`config.mk`:
```
export PLATFORM = sky130hd
export DESIGN_NAME = vpu_result_writer
export DESIGN_NICKNAME = d
export VERILOG_FILES = /design/src/rtl/vpu_wb_pkg.sv /design/src/rtl/vpu_wb_skid.sv /design/src/rtl/vpu_result_writer.sv
export SDC_FILE = /design/constraint.sdc
export NUM_CORES = 1
export LEC_CHECK = 0
export CORE_AREA = 2 2 469 471
export DETAILED_ROUTE_END_ITERATION = 6
export DIE_AREA = 0 0 471 473
export GPL_TIMING_DRIVEN = 0
export PLACE_DENSITY = 0.37
export SLEW_MARGIN = 10
export SYNTH_ARGS = -nofsm -noshare
export SYNTH_HDL_FRONTEND = slang
export SYNTH_SLANG_ARGS = --single-unit
```
`constraint.sdc`:
```
create_clock -name clk -period 21.5 [get_ports clk]
set_input_delay 3.225 -clock clk [delete_from_list [all_inputs] [get_ports clk]]
set_output_delay 3.225 -clock clk [all_outputs]
set_load 0.005 [all_outputs]
```
`src/rtl/vpu_wb_pkg.sv`:
```
`default_nettype none
// ----------------------------------------------------------------------------
// vpu_wb_pkg - FSM states and skid-entry constants for vpu_result_writer
// rev 1.0
// ----------------------------------------------------------------------------
package vpu_wb_pkg;

  typedef enum logic [1:0] {
    ST_IDLE  = 2'd0,
    ST_RUN   = 2'd1,
    ST_DRAIN = 2'd2,
    ST_DONE  = 2'd3
  } wb_state_e;

  localparam int SKID_DEPTH = 2;
  localparam int SKID_CNT_W = 2;

  localparam int DEF_W   = 8;
  localparam int DEF_P   = 64;
  localparam int ENTRY_W = DEF_P * DEF_W + DEF_P;

  // One skid entry is the result vector followed by its per-lane zero flags.
  function automatic int entry_width(input int p, input int w);
    return p * w + p;
  endfunction

endpackage
`default_nettype wire

```
`src/rtl/vpu_wb_skid.sv`:
```
`default_nettype none
// ----------------------------------------------------------------------------
// vpu_wb_skid - 2-entry skid FIFO holding {data, zero} result entries
// rev 1.0
// ----------------------------------------------------------------------------
module vpu_wb_skid
  import vpu_wb_pkg::*;
#(
  parameter int EW = ENTRY_W
) (
  input  logic                  clk,
  input  logic                  rst,
  input  logic                  push,
  input  logic [EW-1:0]         push_data,
  input  logic                  pop,
  output logic [EW-1:0]         head,
  output logic                  empty,
  output logic                  full,
  output logic [SKID_CNT_W-1:0] count
);

  logic [EW-1:0]         mem_q [SKID_DEPTH];
  logic [EW-1:0]         mem_d [SKID_DEPTH];
  logic                  wr_ptr_q, wr_ptr_d;
  logic                  rd_ptr_q, rd_ptr_d;
  logic [SKID_CNT_W-1:0] count_q, count_d;
  logic                  do_push, do_pop;

  assign empty   = (count_q == '0);
  assign full    = (count_q == SKID_CNT_W'(SKID_DEPTH));
  assign do_push = push & ~full;
  assign do_pop  = pop & ~empty;
  assign head    = mem_q[rd_ptr_q];
  assign count   = count_q;

  // Single-bit pointers suffice because the depth is exactly two.
  always_comb begin
    mem_d    = mem_q;
    wr_ptr_d = wr_ptr_q;
    rd_ptr_d = rd_ptr_q;
    if (do_push) begin
      mem_d[wr_ptr_q] = push_data;
      wr_ptr_d        = ~wr_ptr_q;
    end
    if (do_pop) begin
      rd_ptr_d = ~rd_ptr_q;
    end
    count_d = count_q + SKID_CNT_W'(do_push) - SKID_CNT_W'(do_pop);
  end

  always_ff @(posedge clk or negedge rst) begin
    if (!rst) begin
      wr_ptr_q <= 1'b0;
      rd_ptr_q <= 1'b0;
      count_q  <= '0;
    end else begin
      wr_ptr_q <= wr_ptr_d;
      rd_ptr_q <= rd_ptr_d;
      count_q  <= count_d;
    end
  end

  // Storage needs no reset: an empty FIFO never exposes its contents.
  always_ff @(posedge clk) begin
    mem_q <= mem_d;
  end

endmodule
`default_nettype wire

```
`src/rtl/vpu_result_writer.sv`:
```
`default_nettype none
// ----------------------------------------------------------------------------
// vpu_result_writer - skid-buffered write-back of VPU result vectors to memory
// Optional: VPU_WB_ZERO_SKIP_EN masks zero lanes and skips all-zero vectors. rev 1.0
// ----------------------------------------------------------------------------
module vpu_result_writer
  import vpu_wb_pkg::*;
#(
  parameter int W  = 8,
  parameter int P  = 64,
  parameter int AW = 10
) (
  input  logic            clk,
  input  logic            rst,
  input  logic            start,
  input  logic [AW-1:0]   base_addr,
  input  logic [AW-1:0]   len,
  input  logic            in_valid,
  output logic            in_ready,
  input  logic [P*W-1:0]  in_data,
  input  logic [P-1:0]    in_zero,
  input  logic            in_last,
  output logic            bm_we,
  input  logic            bm_ready,
  output logic [AW-1:0]   bm_addr,
  output logic [P*W-1:0]  bm_wdata,
  output logic [P-1:0]    bm_wmask,
  output logic            busy,
  output logic            done,
  output logic            err
);

  localparam int            EW      = entry_width(P, W);
  localparam logic [AW:0]   REM_ONE = (AW+1)'(1);

  wb_state_e             state_q, state_d;
  logic [AW-1:0]         addr_q, addr_d;
  logic [AW:0]           rem_q, rem_d;
  logic                  err_q, err_d;
  logic                  in_ready_q, in_ready_d;

  logic [EW-1:0]         skid_head;
  logic                  skid_empty, skid_full;
  logic [SKID_CNT_W-1:0] skid_count, count_next;
  logic                  accept, retire, head_skip;
  logic [P*W-1:0]        head_data;
  logic [P-1:0]          head_zero, head_mask;

  assign accept    = in_valid & in_ready_q & ~skid_full;
  assign head_data = skid_head[EW-1:P];
  assign head_zero = skid_head[P-1:0];

`ifdef VPU_WB_ZERO_SKIP_EN
  assign head_skip = &head_zero;
  assign head_mask = ~head_zero;
`else
  logic unused_zero;
  assign unused_zero = ^head_zero;
  assign head_skip   = 1'b0;
  assign head_mask   = '1;
`endif

  // An all-zero head retires without waiting for the memory port.
  assign retire     = ~skid_empty & (head_skip | bm_ready);
  assign count_next = skid_count + SKID_CNT_W'(accept) - SKID_CNT_W'(retire);

  vpu_wb_skid #(
    .EW(EW)
  ) u_skid (
    .clk       (clk),
    .rst       (rst),
    .push      (accept),
    .push_data ({in_data, in_zero}),
    .pop       (retire),
    .head      (skid_head),
    .empty     (skid_empty),
    .full      (skid_full),
    .count     (skid_count)
  );

  always_comb begin
    state_d = state_q;
    addr_d  = addr_q;
    rem_d   = rem_q;
    err_d   = err_q;
    if (retire) begin
      addr_d = addr_q + AW'(1);
    end
    unique case (state_q)
      ST_IDLE: begin
        if (start) begin
          state_d = ST_RUN;
          addr_d  = base_addr;
          rem_d   = (len == '0) ? {1'b1, {AW{1'b0}}} : {1'b0, len};
          err_d   = 1'b0;
        end
      end
      ST_RUN: begin
        if (accept) begin
          rem_d = rem_q - REM_ONE;
          // A last flag must coincide exactly with the final counted beat.
          if (in_last != (rem_q == REM_ONE)) begin
            err_d = 1'b1;
          end
          if (in_last || (rem_q == REM_ONE)) begin
            state_d = ST_DRAIN;
          end
        end
      end
      ST_DRAIN: begin
        if (count_next == '0) begin
          state_d = ST_DONE;
        end
      end
      ST_DONE: begin
        state_d = ST_IDLE;
      end
      default: begin
        state_d = ST_IDLE;
      end
    endcase
    in_ready_d = (state_d == ST_RUN) && (count_next < SKID_CNT_W'(SKID_DEPTH));
  end

  always_ff @(posedge clk or negedge rst) begin
    if (!rst) begin
      state_q    <= ST_IDLE;
      addr_q     <= '0;
      rem_q      <= '0;
      err_q      <= 1'b0;
      in_ready_q <= 1'b0;
    end else begin
      state_q    <= state_d;
      addr_q     <= addr_d;
      rem_q      <= rem_d;
      err_q      <= err_d;
      in_ready_q <= in_ready_d;
    end
  end

  assign in_ready = in_ready_q;
  assign bm_we    = ~skid_empty & ~head_skip;
  assign bm_addr  = addr_q;
  assign bm_wdata = skid_empty ? '0 : head_data;
  assign bm_wmask = skid_empty ? '0 : head_mask;
  assign busy     = (state_q == ST_RUN) || (state_q == ST_DRAIN);
  assign done     = (state_q == ST_DONE);
  assign err      = err_q;

endmodule
`default_nettype wire

```
== Yosys cells after proc, flatten, opt, wreduce, memory -nomap -nowiden ==
Cells that the tools add are included.

* Output and inout port bits: 591
* Bits of input ports: 602
* Flip-flop bits (word level): 1181

* Order comparisons: 4
* Bitwise operators: 11
* Equality and inequality tests: 10
* $add $sub $neg: 6
* Reduce and logical (&&, ||, !) cells: 11
* Multiplexer cells: 24

{| class="wikitable"
|+ Operators with widths
! cell !! number
|-
| 576-bit 2-to-1 mux || 4
|-
| 1152-bit bitwise mux || 1
|-
| 576-bit demux with 1-bit select || 1
|-
| 512-bit 2-to-1 mux || 1
|-
| 64-bit 2-to-1 mux || 1
|-
| 11-bit 2-to-1 mux || 3
|-
| 10-bit 2-to-1 mux || 3
|-
| 11-bit case mux with 2 select lines || 1
|-
| 11-bit by 1-bit == test with 1-bit output, second input constant || 1
|-
| 11-bit by 1-bit subtractor with 11-bit output, second input constant || 1
|-
| 10-bit by 1-bit adder with 10-bit output, second input constant || 1
|-
| 10-bit logical NOT || 1
|-
| 2-bit 2-to-1 mux || 4
|-
| 2-bit case mux with 4 select lines || 1
|-
| 2-bit == test, second input constant || 3
|-
| 2-bit logical NOT || 3
|-
| 2-bit inequality test, second input constant || 3
|-
| 1-bit AND || 5
|-
| 2-bit by 1-bit adder with 2-bit output || 2
|-
| 2-bit by 1-bit == test with 1-bit output, second input constant || 2
|-
| 2-bit greater-or-equal comparator, second input constant || 2
|-
| 1-bit NOT || 4
|-
| 1-bit NOT with 2-bit output || 2
|-
| 4-bit AND reduction || 1
|-
| other kinds (10) || 15
|}

== Logic depth before layout (Yosys ltp) ==
* Word-level depth: 10
* Mapped depth: 9
* Mapped depth without buffers: 8

== Hierarchy ==
Synthesis repeated with hierarchy kept, for this count alone.

* Cells, all modules: 2624
* Area total of the unflattened synthesis: 47514.3 µm²

{| class="wikitable"
|+ By module, submodules not included
! module !! sequential area each (µm²) !! cells an instance !! times used !! area an instance (µm²)
|-
| vpu_wb_skid || 34693.3 || 1810 || 1 || 41972.8
|-
| vpu_result_writer || 625.6 || 814 || 1 || 5541.6
|}

== Least setup slack after synthesis ==
No wires, ideal clock.

* Path kind: input -> register
* From: input port in_valid
* To: register u_skid.mem_q[1000] (netlist bit) (enable)
* Buffers on the path: 0
* Stages: 3
* Required time: 20101 ps
* Path slack: -4720 ps
* Arrival time: 24821 ps
* Path through: nand2_1 > or2_2 > nor2_1

* Cells in the longest elaborated chain, start to end: 3

{| class="wikitable"
|+ Ends and longest elaborated chain
! item !! line !! RTL
|-
| from (decl) || vpu_result_writer.sv:18 || <nowiki>input logic in_valid,</nowiki>
|-
| 1-bit AND (2 in a row) || vpu_result_writer.sv:49 || <nowiki>assign accept = in_valid & in_ready_q & ~skid_full;</nowiki>
|-
| 1-bit AND || vpu_wb_skid.sv:31 || <nowiki>assign do_push = push & ~full;</nowiki>
|-
| to (signal assigned) || vpu_wb_skid.sv:65 || <nowiki>mem_q <= mem_d;</nowiki>
|-
| to (decl) || vpu_wb_skid.sv:22 || <nowiki>logic [EW-1:0] mem_q [SKID_DEPTH];</nowiki>
|}

Every way passes these cells.
A chain may end at the register's enable or synchronous reset.

== Worst setup path after layout ==
* From: register u_skid.count_q[0] (netlist: u_skid.count[0])
* To: output port bm_wdata[341]

* Cells in the longest elaborated chain, start to end: 2

{| class="wikitable"
|+ Ends and longest elaborated chain
! item !! line !! RTL
|-
| from (decl) || vpu_wb_skid.sv:26 || <nowiki>logic [SKID_CNT_W-1:0] count_q, count_d;</nowiki>
|-
| from (signal assigned) || vpu_wb_skid.sv:59 || <nowiki>count_q <= count_d;</nowiki>
|-
| 2-bit logical NOT || vpu_wb_skid.sv:29 || <nowiki>assign empty = (count_q == '0);</nowiki>
|-
| 512-bit 2-to-1 mux || vpu_result_writer.sv:144 || <nowiki>assign bm_wdata = skid_empty ? '0 : head_data;</nowiki>
|-
| to (decl) || vpu_result_writer.sv:26 || <nowiki>output logic [P*W-1:0] bm_wdata,</nowiki>
|}

Every way passes these cells.

==> metrics.txt <==
# fillers=22355; register area share after synthesis=77.44%; port bufs=1128; gr usage total=13.92%; r2r endpoint=u_skid.mem_q[119]; Tightest Pin Transition=1.045 ns; Worst R2R Start=u_skid.count[1]; DRT Pass-1 Iters=5; via/cell ratio=3.748; post-synthesis cell type count=51; async set or reset register ratio after synthesis=2.754%; Die Footprint=0.2228 mm²; Max VDD drop=0.00007748 V; Design Area, Final=0.06072 mm²; Synth Cell Area=0.04064 mm²; largest net degree at the start of global routing=51; Syn Inst Count=2430; GPL Wtd Cong=0.7803; Final setup viols=0; clock buffer depth=3; Hold Fails Final Rpt=0; first-pass GRT wire length=215600 µm; flops & latches, synth=1053; period utilisation layout=34.36%; drt drc=0; post-CTS setup buffer count=0; TritonCTS clock tree=yes; routed vias=25225; core area=0.2182 mm²; crit path to=bm_wdata[341]; CTS sink count=1053; number of global-route vias before repair=26173; Placed Area=0.05644 mm²; hold_ws=0.5419 ns; Worst Clk Skew=0.04061 ns; H-tree levels=4; number of synthesized flops with an enable pin=1024; IO Pins=1193; FMAX=135.4 MHz; critical-path maximum fanout=10; Util after Layout=27.82%; Avg Cell Area, Syn=16.73 µm²; starting density of the core=18.63%; Nets=4348; Synth warnings=0; DR iter-0 viols=1272; die height=473 µm; DIE WIDTH=471 µm; post-CTS sizing=0; worst hold-check path type=register to register; DR WL/cell=23.77 µm; gr ovfl total=0; CTS root buf=clkbuf_16; Setup TNS Final=0 ns; WS Path Type=register to output port; CP Launch Point=u_skid.count[0]; initial antenna violation count=79; layout cells sized above 1=10.60%; post-DP HPWL=121300 µm; commonest non-fill, non-tap cells in the layout=1127 x clkdlybuf4s50_1, 1024 x edfxtp_1, 535 x nor2_1, 513 x mux2i_1, 141 x clkbuf_16; Clock Latency Late Sink=0.79 ns; area grow syn2layout=49.39%; R2R depth=9; Post-synth top flop=edfxtp_1; commonest non-fill, non-tap cell in the layout=clkdlybuf4s50_1; Final Power=0.008339 W; number of max-cap violations=0; relative slew slack=30.25%; minimum clock period=7.387 ns; RSZ-0062 raised after global routing=false; Power Dens Cells=137.3 mW/mm²; synthesized net count=3042; status=finished clean; row cnt=172; Reg2Reg Setup Slack=18.12 ns; cts hold-fix bufs=0; CP Capture Type=output port; critical path required time=18.27 ns; Num CTS Buffers=137; Leakage Power=21.72 nW; CP Data Arrival Time=4.16 ns; number of nets with antenna violations after routing=0; total wire length=160000 µm; Reg clk slew, reported paths=0.06 ns; Slew Limit Fails=0; Setup crit start kind=register
critical path, stage by stage, from the launching register on:
cell	delay, ns
dfrtp_1	0.36
buf_4	0.16
nor2_2	0.80
clkbuf_1	0.70
buf_2	0.52
nor2_1	0.11
clkdlybuf4s50_1	0.69
per-stage QoR:
stage          cells  worst slack (ns)
2_1_floorplan   2430             3.984
3_3_place_gp    6429            -9.125
3_5_place_dp    6468             14.56
4_1_cts         6711             13.67
5_1_grt         6718             13.72
6_report        6731             14.11
synth_stat cells, drive strengths merged, types with 7 or more instances:
| master | count | share of area, % |
|---|---|---|
| ha | 10 | 0.31 |
| a31oi | 7 | 0.11 |
| o21ai | 12 | 0.15 |
| inv | 12 | 0.11 |
| edfxtp | 1024 | 76 |
| xnor2 | 9 | 0.19 |
| a21oi | 18 | 0.22 |
| mux2i | 513 | 13 |
| nor2 | 537 | 5.0 |
| nand2 | 14 | 0.14 |
| dfrtp | 29 | 1.8 |
| clkbuf | 11 | 0.10 |
| buf | 174 | 2.5 |
flip-flops by register name, summed over array words and instances, names as in the netlist:
name and flops:
u_skid.mem_q 1024, rem_q 11, bm_addr 10, state_q 2, u_skid.count 2, err 1, in_ready 1, u_skid.rd_ptr_q 1
u_skid.wr_ptr_q 1
worst min-delay path by stage:
stage                         start         endpoint  slack [ns]  cells after the start
finish                    rem_q[10]        rem_q[10]        0.54                      1
global route        u_skid.wr_ptr_q  u_skid.wr_ptr_q        0.58                      1
CTS                       rem_q[10]        rem_q[10]        0.54                      1
detailed placement        rem_q[10]        rem_q[10]        0.52                      1
global placement    u_skid.wr_ptr_q  u_skid.wr_ptr_q        0.49                      1
floorplan           u_skid.wr_ptr_q  u_skid.wr_ptr_q        0.48                      1
report_power, final:
part           switching, W  internal (W)  leakage, nW
registers         0.0000746       0.00257         9.63
logic               0.00181       0.00171         10.0
clock network      0.000916       0.00127         2.04
total               0.00280       0.00554         21.7
cells by family (layout without fill, tap and decap cells):
kind of cell	Yosys count	in the layout	share of synthesized area (%)
mux	513	513	12.63
xor+xnor	14	14	0.3017
fa+ha+maj	10	10	0.3078
buf+inv	197	1607	2.755
flops	1053	1053	77.44
simple gates	586	586	5.677
compound gates	57	57	0.8835
other cells	0	20	0
metal layers:
| layer | global-route usage, % | share of wire [%] | wire [µm] |
|---|---|---|---|
| met1 | 15.60 | 39 | 62090 |
| met2 | 22.88 | 48 | 76350 |
| met3 | 6.709 | 10 | 16450 |
| met4 | 5.010 | 2.9 | 4603 |
| met5 | 0 | 0.32 | 513 |
cell type report:
class                      instances  area (µm²)  share of cell area (%)
buffer                           185        1077                   1.774
inverter                          12       45.04                 0.07418
tap                             2871        3592                   5.916
clock buffer                     187        3721                   6.128
timing repair buffer            1167       12190                   20.08
sequential                      1053       31480                   51.84
clock inverter                    56       504.2                  0.8304
multi-input combinational       1180        8059                   13.27
antenna                           20       50.05                 0.08243
Note: power is estimated with default switching activity, not from simulation.
